[config.mk]
export PLATFORM = sky130hd
export DESIGN_NAME = cr_ib_framer
export DESIGN_NICKNAME = d
export VERILOG_FILES = /design/src/rtl/cr_ib_framer_pkg.sv /design/src/rtl/cr_ib_skid_buf.sv /design/src/rtl/cr_ib_framer.sv
export SDC_FILE = /design/constraint.sdc
export NUM_CORES = 1
export LEC_CHECK = 0
export CAP_MARGIN = 0
export CELL_PAD_IN_SITES_DETAIL_PLACEMENT = 0
export CELL_PAD_IN_SITES_GLOBAL_PLACEMENT = 2
export CORE_MARGIN = 4
export CORE_UTILIZATION = 40
export DETAILED_ROUTE_END_ITERATION = 10
export DONT_BUFFER_PORTS = 1
export GPL_TIMING_DRIVEN = 0
export PLACE_DENSITY_LB_ADDON = 0.1
export SYNTH_ARGS = -nofsm -noshare
export SYNTH_HDL_FRONTEND = slang
export SYNTH_SLANG_ARGS = --single-unit
[constraint.sdc]
create_clock -name clk -period 4.6 [get_ports clk]
set_input_delay 0.92 -clock clk [delete_from_list [all_inputs] [get_ports clk]]
set_output_delay 0.92 -clock clk [all_outputs]
set_load 0.005 [all_outputs]
[src/rtl/cr_ib_framer_pkg.sv]
// Shared types and constants for the inbound framer and its skid buffer.
package cr_ib_framer_pkg;

  localparam int PKG_DATA_W = 64;
  localparam int PKG_STRB_W = 8;
  localparam int PKG_USER_W = 8;
  localparam int PKG_TID_W  = 1;

  // Host word codes carried on tuser
  localparam logic [7:0] TUSER_NONE = 8'h00;
  localparam logic [7:0] TUSER_SOT  = 8'h01;
  localparam logic [7:0] TUSER_EOT  = 8'h02;
  localparam logic [7:0] TUSER_DATA = 8'h03;

  typedef enum logic [1:0] {
    IDLE     = 2'd0,
    IN_FRAME = 2'd1,
    IN_CQE   = 2'd2
  } state_e;

  // One buffered beat; tlast is decided when the word is accepted
  typedef struct packed {
    logic [PKG_DATA_W-1:0] tdata;
    logic [PKG_STRB_W-1:0] tstrb;
    logic [PKG_USER_W-1:0] tuser;
    logic [PKG_TID_W-1:0]  tid;
    logic                  tlast;
  } word_t;

endpackage

[src/rtl/cr_ib_skid_buf.sv]
// Two-entry registered skid buffer: main drives the output, skid absorbs
// the one word that arrives in the cycle a stall begins.
module cr_ib_skid_buf #(
  parameter int W = 8
) (
  input  logic         clk,
  input  logic         rst_n,
  input  logic         in_valid_i,
  output logic         in_ready_o,
  input  logic [W-1:0] in_data_i,
  output logic         out_valid_o,
  input  logic         out_ready_i,
  output logic [W-1:0] out_data_o
);

  logic         main_vld_q, main_vld_d;
  logic         skid_vld_q, skid_vld_d;
  logic [W-1:0] main_q, main_d;
  logic [W-1:0] skid_q, skid_d;
  logic         in_fire;

  // Ready comes straight from the skid-occupancy register
  assign in_ready_o  = !skid_vld_q;
  assign out_valid_o = main_vld_q;
  assign out_data_o  = main_q;
  assign in_fire     = in_valid_i && !skid_vld_q;

  // Next-state: refill main from skid first, otherwise from input
  always_comb begin
    main_vld_d = main_vld_q;
    skid_vld_d = skid_vld_q;
    main_d     = main_q;
    skid_d     = skid_q;
    if (skid_vld_q) begin
      if (out_ready_i) begin
        main_d     = skid_q;
        skid_vld_d = 1'b0;
      end
    end else if (in_fire) begin
      if (!main_vld_q || out_ready_i) begin
        main_d     = in_data_i;
        main_vld_d = 1'b1;
      end else begin
        skid_d     = in_data_i;
        skid_vld_d = 1'b1;
      end
    end else if (out_ready_i) begin
      main_vld_d = 1'b0;
    end
  end

  // Buffer state registers; reset discards everything held
  always_ff @(posedge clk) begin
    if (!rst_n) begin
      main_vld_q <= 1'b0;
      skid_vld_q <= 1'b0;
      main_q     <= '0;
      skid_q     <= '0;
    end else begin
      main_vld_q <= main_vld_d;
      skid_vld_q <= skid_vld_d;
      main_q     <= main_d;
      skid_q     <= skid_d;
    end
  end

endmodule

[src/rtl/cr_ib_framer.sv]
// Inbound framer: tracks SoT/EoT framing, marks tlast on CQE frame ends,
// drops orphan words and counts framing errors.
module cr_ib_framer
  import cr_ib_framer_pkg::*;
#(
  parameter int          DATA_W    = PKG_DATA_W,
  parameter int          STRB_W    = PKG_STRB_W,
  parameter int          USER_W    = PKG_USER_W,
  parameter int          TID_W     = PKG_TID_W,
  parameter logic [7:0]  CQE_TYPE  = 8'h09,
  parameter int          ERR_CNT_W = 16
) (
  input  logic                 clk,
  input  logic                 rst_n,
  input  logic                 s_tvalid,
  output logic                 s_tready,
  input  logic [DATA_W-1:0]    s_tdata,
  input  logic [STRB_W-1:0]    s_tstrb,
  input  logic [USER_W-1:0]    s_tuser,
  input  logic [TID_W-1:0]     s_tid,
  output logic                 m_tvalid,
  input  logic                 m_tready,
  output logic [DATA_W-1:0]    m_tdata,
  output logic [STRB_W-1:0]    m_tstrb,
  output logic [USER_W-1:0]    m_tuser,
  output logic [TID_W-1:0]     m_tid,
  output logic                 m_tlast,
  input  logic                 err_clr,
  output logic                 frame_active,
  output logic                 cqe_done,
  output logic [ERR_CNT_W-1:0] err_cnt
);

  state_e                state_q, state_d;
  logic                  active_q;
  logic                  cqe_done_q;
  logic [ERR_CNT_W-1:0]  err_q;
  logic                  accept, fwd, err_hit, last;
  logic                  is_sot, is_eot, is_none, is_unk, is_cqe;
  word_t                 in_word, out_word;

  assign accept  = s_tvalid && s_tready;
  assign is_none = (s_tuser == USER_W'(TUSER_NONE));
  assign is_sot  = (s_tuser == USER_W'(TUSER_SOT));
  assign is_eot  = (s_tuser == USER_W'(TUSER_EOT));
  assign is_unk  = (s_tuser >  USER_W'(TUSER_DATA));
  assign is_cqe  = (s_tdata[7:0] == CQE_TYPE);

  // Decode the offered word: forward/drop, error, tlast and next state
  always_comb begin
    state_d = state_q;
    fwd     = 1'b1;
    err_hit = 1'b0;
    last    = 1'b0;
    if (is_unk) begin
      err_hit = 1'b1;
    end else if (state_q == IDLE) begin
      if (is_sot) begin
        state_d = is_cqe ? IN_CQE : IN_FRAME;
      end else if (!is_none) begin
        fwd     = 1'b0;
        err_hit = 1'b1;
      end
    end else begin
      if (is_sot) begin
        err_hit = 1'b1;
        state_d = is_cqe ? IN_CQE : IN_FRAME;
      end else if (is_eot) begin
        last    = (state_q == IN_CQE);
        state_d = IDLE;
      end
    end
  end

  // Frame state advances only on accepted words
  always_ff @(posedge clk) begin
    if (!rst_n) begin
      state_q  <= IDLE;
      active_q <= 1'b0;
    end else if (accept) begin
      state_q  <= state_d;
      active_q <= (state_d != IDLE);
    end
  end

  // Saturating error counter; clear wins over a same-cycle increment
  always_ff @(posedge clk) begin
    if (!rst_n || err_clr) begin
      err_q <= '0;
    end else if (accept && err_hit && (err_q != '1)) begin
      err_q <= err_q + 1'b1;
    end
  end

  // Pulse one cycle after a tlast beat leaves downstream
  always_ff @(posedge clk) begin
    if (!rst_n) cqe_done_q <= 1'b0;
    else        cqe_done_q <= m_tvalid && m_tready && m_tlast;
  end

  assign in_word = '{tdata: s_tdata, tstrb: s_tstrb, tuser: s_tuser,
                     tid: s_tid, tlast: last};

  cr_ib_skid_buf #(.W($bits(word_t))) u_skid (
    .clk         (clk),
    .rst_n       (rst_n),
    .in_valid_i  (s_tvalid && fwd),
    .in_ready_o  (s_tready),
    .in_data_i   (in_word),
    .out_valid_o (m_tvalid),
    .out_ready_i (m_tready),
    .out_data_o  (out_word)
  );

  assign m_tdata      = out_word.tdata;
  assign m_tstrb      = out_word.tstrb;
  assign m_tuser      = out_word.tuser;
  assign m_tid        = out_word.tid;
  assign m_tlast      = out_word.tlast;
  assign frame_active = active_q;
  assign cqe_done     = cqe_done_q;
  assign err_cnt      = err_q;

endmodule

Word-level counts from Yosys, hierarchy flattened
Index checks and enable logic that the tools add are counted.
{ "totals": {"register_bits": 186, "latch_bits": 0, "ram_bits": 0, "romBits": 0, "input_bits": 86, "word_cells": 70, "memories": 0} }
{ "op_classes": {"addsub": 1, "n_mul": 0, "n_div": 0, "n_lt_le_gt_ge": 1, "n_eq_ne": 7, "shifts": 0, "muxes": 30, "bitwise": 2, "n_reduce_logical": 21} }
{ "ops": {"columns": ["operator", "n"], "rows": [
  ["$mux 82", 4],
  ["$mux 1", 20],
  ["$add 16x1->16 const B", 1],
  ["$ne 16x16->1 const B", 1],
  ["$mux 2", 6],
  ["$reduce_and 3->1", 3],
  ["$eq 8x1->1 const B", 1],
  ["$eq 8x2->1 const B", 1],
  ["$eq 8x4->1 const B", 1],
  ["$gt 8x2->1 const B", 1],
  ["$logic_not 8->1", 1],
  ["$reduce_bool 2->1", 4],
  ["$logic_and 1x1->1", 7],
  ["$ne 2x2->1 const B", 2],
  ["$logic_not 1->1", 3],
  ["$eq 2x2->1 const B", 1],
  ["$logic_not 2->1", 1],
  ["$logic_or 1x1->1", 2],
  ["$not 1->1", 2]
]} }

Longest topological paths before layout
{ "logic_depth": {"word_depth": 9, "ltp_mapped": 8, "ltp_nobuf": 6} }

Cells and area by module
From an unflattened synthesis, not the netlist that was laid out.
{ "unflattened": {"hier_cells": 883, "hier_area_um2": 8237.9} }
{ "by_module_without_submodules": {"columns": ["module", "n_inst", "cells_each", "area_per_inst_um2", "seq_area_each_um2"], "rows": [
  ["cr_ib_skid_buf", 1, 743, 7074.3, 3323.2],
  ["cr_ib_framer", 1, 140, 1163.6, 400.4]
]} }

Worst setup path before layout
No wires, ideal clock.
{ "synth_path": {"path_type": "input -> register", "from": "in s_tuser[2]", "to": "reg u_skid.main_q[10] (netlist: u_skid.out_data_o[10])", "setup_time_ns": 0.116, "arrival_time_ns": 2.480, "required_time_ns": 4.484, "path_slack_ns": 2.004, "path_stages": 7, "path_cell_list": "nor4_2 -> nand4b_1 -> o31a_1 -> clkbuf_1 -> clkbuf_1 -> buf_2 -> o211a_1"} }
{ "synth_between": {"elab_chain_cells": 9} }
{ "synth_rtl": {"columns": ["item", "line_no", "text"], "rows": [
  ["from (decl)", "cr_ib_framer.sv:19", "input logic [USER_W-1:0] s_tuser,"],
  ["$logic_not 8->1", "cr_ib_framer.sv:43", "assign is_none = (s_tuser == USER_W'(TUSER_NONE));"],
  ["$mux 1", "cr_ib_framer.sv:60", "end else if (!is_none) begin"],
  ["$mux 1", "cr_ib_framer.sv:58", "if (is_sot) begin"],
  ["$mux 1", "cr_ib_framer.sv:57", "end else if (state_q == IDLE) begin"],
  ["$mux 1 (*)", "cr_ib_framer.sv:55", "if (is_unk) begin"],
  ["$logic_and 1x1->1 (*)", "cr_ib_framer.sv:107", ".in_valid_i (s_tvalid && fwd),"],
  ["$logic_and 1x1->1 (*)", "cr_ib_skid_buf.sv:26", "assign in_fire = in_valid_i && !skid_vld_q;"],
  ["$reduce_bool 2->1 (no line) (*)", null, null],
  ["$reduce_and 3->1 (no line) (*)", null, null],
  ["to (signal assigned)", "cr_ib_skid_buf.sv:62", "main_q <= main_d;"],
  ["to (decl)", "cr_ib_skid_buf.sv:18", "logic [W-1:0] main_q, main_d;"]
]} }
Mark *: on every way between the ends. The rest lies on a longest branch, timed or not.
A chain may end at the register's enable or synchronous reset.

Worst setup path in the final report
{ "layout_path": {"from": "in s_tuser[2]", "to": "reg u_skid.main_q[29] (netlist: u_skid.out_data_o[29])"} }
Same word-level chain as after synthesis.

==> summary.txt <==
STA
  • Setup Skew: 0.00712 ns
  • Minimum clock period: around 3 ns
  • Slew Limit Fails: 0
  • Final period utilization: 64.8%
  • Worst-Margin Slew: between 1 and 1.5 ns
  • Relative slew slack: between 20% and 30%
  • Final Hold Fails: 0
  • Setup TNS: 0 ns
  • Final setup fails: 0
  • Fmax: 336 MHz
  • RSZ-0062 raised after global routing: false
  • Final WS setup: 1.62 ns

Placed design
  • DP HPWL: ~16000 um
  • Dpl ws: 1.09 ns
  • PortBufs: 0
  • GP Congestion: 0.764
  • Placed cell areas: 0.00821 mm2
  • Placed insts: 1143

Die
  • Floorplan row count: 51
  • Initial Util: 40.6%
  • Die Width: between 100 and 150 um
  • Die Area: 0.0220 mm2
  • Die Ht: about 150 um
  • Core Area: 0.0194 mm2
  • Io pins: approximately 190

Pwr
  • Maximum vdd drop: roughly 220 uV
  • Lkg Pwr: between 3 and 4 nW
  • PD cells: roughly 420 mW/mm2
  • Power, Total: 0.00374 W

Clock network
  • Setup repair bufs after CTS: 0
  • Hold_buf cts: 0
  • H-tree Lvls: 4
  • Skew-Pair Late Insertion Delay: 0.42 ns
  • Worst-path clk slew: approximately 0.070 ns
  • Total CTS buffers: 17
  • CTS tree: built
  • Clock sinks: 186
  • Clock Path Buffers: 2
  • CTS root buffer: clkbuf_16
  • PostCTS Resize Cnt: 0

Global route
  • Global-route usage over all layers: about 20%
  • Congestion Overflow GR: 0
  • Global-route wire length before repair: between 30000 and 40000 um
  • Number of global-route vias before repair: 6452
  • Pin count of the biggest net entering global routing: 17
  • Initial antenna violation count: 0

Worst setup path
  • Crit path capture type: register
  • Crit path cell chain: nor4_2 -> nand4b_1 -> o31a_1 -> clkbuf_1 -> clkbuf_1 -> buf_2 -> o211a_1
  • Required @ worst endpoint: approximately 4.9 ns
  • Worst path max stage delay: around 0.46 ns
  • CP Launch Type: input pin
  • Worst path top cell family by delay: buffers and inverters
  • Cell repeated most along the worst path: clkbuf_1
  • Crit path max fanout: 10
  • CP bufs+invs: 3
  • Worst EP arrival: around 3.3 ns
  • Setup CP Type: in -> reg
  • Crit-path slowest cell: clkbuf_1

Synth
  • Cells after synthesis: 878
  • Syn Nets: 965
  • Avg Inst Size Synth: ~9.0 um2
  • Async SR Flop Fraction: 0%
  • Netlist Area Pre-Place: around 0.0079 mm2
  • EDFF count, synth: 0
  • Dominant synthesized flop cell: dfxtp_1
  • Post-synth top area share: a little under half
  • Synth area leader: dfxtp_1
  • Yosys synthesis warning count: 0
  • Area contributors post-synth: dfxtp_1 47%, mux2i_1 11%, o211a_1 10%
  • Yosys reg bits: about 190
  • Distinct cells, synth: 47
  • Sequential area share after synthesis: 47.2%

Status
  • Run status: completed

Detailed routing
  • DR vias: 6434
  • Vias per Instance: approximately 5.5
  • DRC: 0
  • Drt wl/cell: between 15 and 20 um
  • Pre-Repair DR Iteration Count: 4
  • Final WL: approximately 22000 um
  • Post-DRT Antenna Nets: 0
  • Initial DRC count: 266

Finish
  • Multi-input gate area: between 0.003 and 0.004 mm2
  • Layout net count: ~980
  • Layout Cells excl Fill: 1175
  • ANT cells: 0
  • Syn-to-layout area delta: 12.8%
  • Reg area: about 0.0037 mm2
  • Final Cell Area: approximately 0.0089 mm2
  • Fillers: approximately 1900
  • Layout cells sized above 1: around 6.4%

Job
  • MaxCap Viol Count: 0

Worst hold path
  • HP Class: reg -> reg
## worst register-to-register path, stage by stage, from the launching register on
cell      delay [ns]
dfxtp_1         0.30
clkbuf_1        0.30
o22a_1          0.25
o31a_1          0.14
clkbuf_1        0.52
clkbuf_1        0.68
buf_2           0.36
o211a_1         0.17
## logic make-up (layout without fill, tap and decap cells)
| logic type | after synthesis | count (layout) | share of synthesized area [%] |
|---|---|---|---|
| buf+inv | 81 | 113 | 4.43 |
| compound gates | 200 | 200 | 18.6 |
| xor+xnor | 4 | 4 | 0.445 |
| fa+ha+maj | 1 | 1 | 0.159 |
| simple gates | 323 | 323 | 18.6 |
| flops | 186 | 186 | 47.2 |
| mux | 83 | 83 | 10.5 |
## layer usage
layer  routed length (um)  up-vias  track usage [%]
met1                 9510     3061             24.5
li1                     -     3162                -
met5                    0        -                0
met3                 1880       31             7.43
met4                  548        0             6.84
met2                10000      180             31.3
## cell usage after synthesis (6+ instances only)
| cell | instances |
|---|---|
| a21oi_1 | 10 |
| buf_1 | 6 |
| buf_2 | 15 |
| clkbuf_1 | 52 |
| dfxtp_1 | 186 |
| mux2i_1 | 83 |
| nand2_1 | 179 |
| nand3_1 | 89 |
| nor2_1 | 15 |
| o211a_1 | 81 |
| o21ai_0 | 91 |
| or3_1 | 7 |
## sequential cells by signal (all words and copies together), names as in the netlist
name and cells:
err_cnt 16, u_skid.skid_q 82, u_skid.out_valid_o 1, state_q 2, u_skid.skid_vld_q 1, cqe_done 1, u_skid.out_data_o 82, frame_active 1
## area by class of cell
| cell class | instances | share of cell area (%) |
|---|---|---|
| Sequential cell | 186 | 41.9 |
| Multi-Input combinational cell | 611 | 42.8 |
| Clock inverter | 12 | 2.58 |
| Buffer | 79 | 3.84 |
| Tap cell | 265 | 3.73 |
| Clock buffer | 20 | 5.03 |
| Inverter | 2 | 0.0845 |
## path summary, 6_finish.rpt
kind | start | end | slack (ns) | cells past startpoint
worst max-delay path | s_tuser[2] | u_skid.out_data_o[29]$_SDFFE_PN0P_ | 1.62 | 7
worst min-delay path | u_skid.skid_q[22]$_SDFFE_PN0P_ | u_skid.skid_q[22]$_SDFFE_PN0P_ | 0.47 | 2
worst max register to register | u_skid.skid_vld_q$_SDFF_PN0_ | u_skid.out_data_o[29]$_SDFFE_PN0P_ | 1.83 | 7
worst min register to register | u_skid.skid_q[22]$_SDFFE_PN0P_ | u_skid.skid_q[22]$_SDFFE_PN0P_ | 0.47 | 2
## through the flow
| stage | hold WS (ns) | util (%) |
|---|---|---|
| 4_1_cts | 0.474 | 45.8 |
| 3_5_place_dp | 0.465 | 42.3 |
| 2_1_floorplan | 0.444 | - |
| 5_1_grt | 0.497 | 45.8 |
| 3_3_place_gp | 0.453 | 42.3 |
| 6_report | 0.473 | 45.8 |
## placed cells by master, fill, tap and decap left out, types with 2 or more instances in the layout
master	instances
dfxtp_1	186
nand2_1	179
o21ai_0	91
nand3_1	89
mux2i_1	83
o211a_1	81
clkbuf_1	54
clkbuf_16	17
nor2_1	15
buf_2	15
a21oi_1	10
or3_1	7
buf_1	6
bufinv_16	6
buf_4	5
nand2b_1	5
nand4_1	5
nor4_1	5
inv_6	5
nor4b_1	4
nor2b_1	3
xnor2_1	3
inv_1	2
o21a_1	2
and4_1	2
a31o_2	2
a31oi_1	2
a21boi_0	2
## power breakdown
part | leakage, nW | internal, W | switching, W | total, W
Clock | 0.330 | 0.00104 | 0.000641 | 0.00169
Combinational | 1.94 | 0.000116 | 0.000179 | 0.000295
Sequential | 1.52 | 0.00170 | 0.0000651 | 0.00176
(Power assumes the default switching activity.)
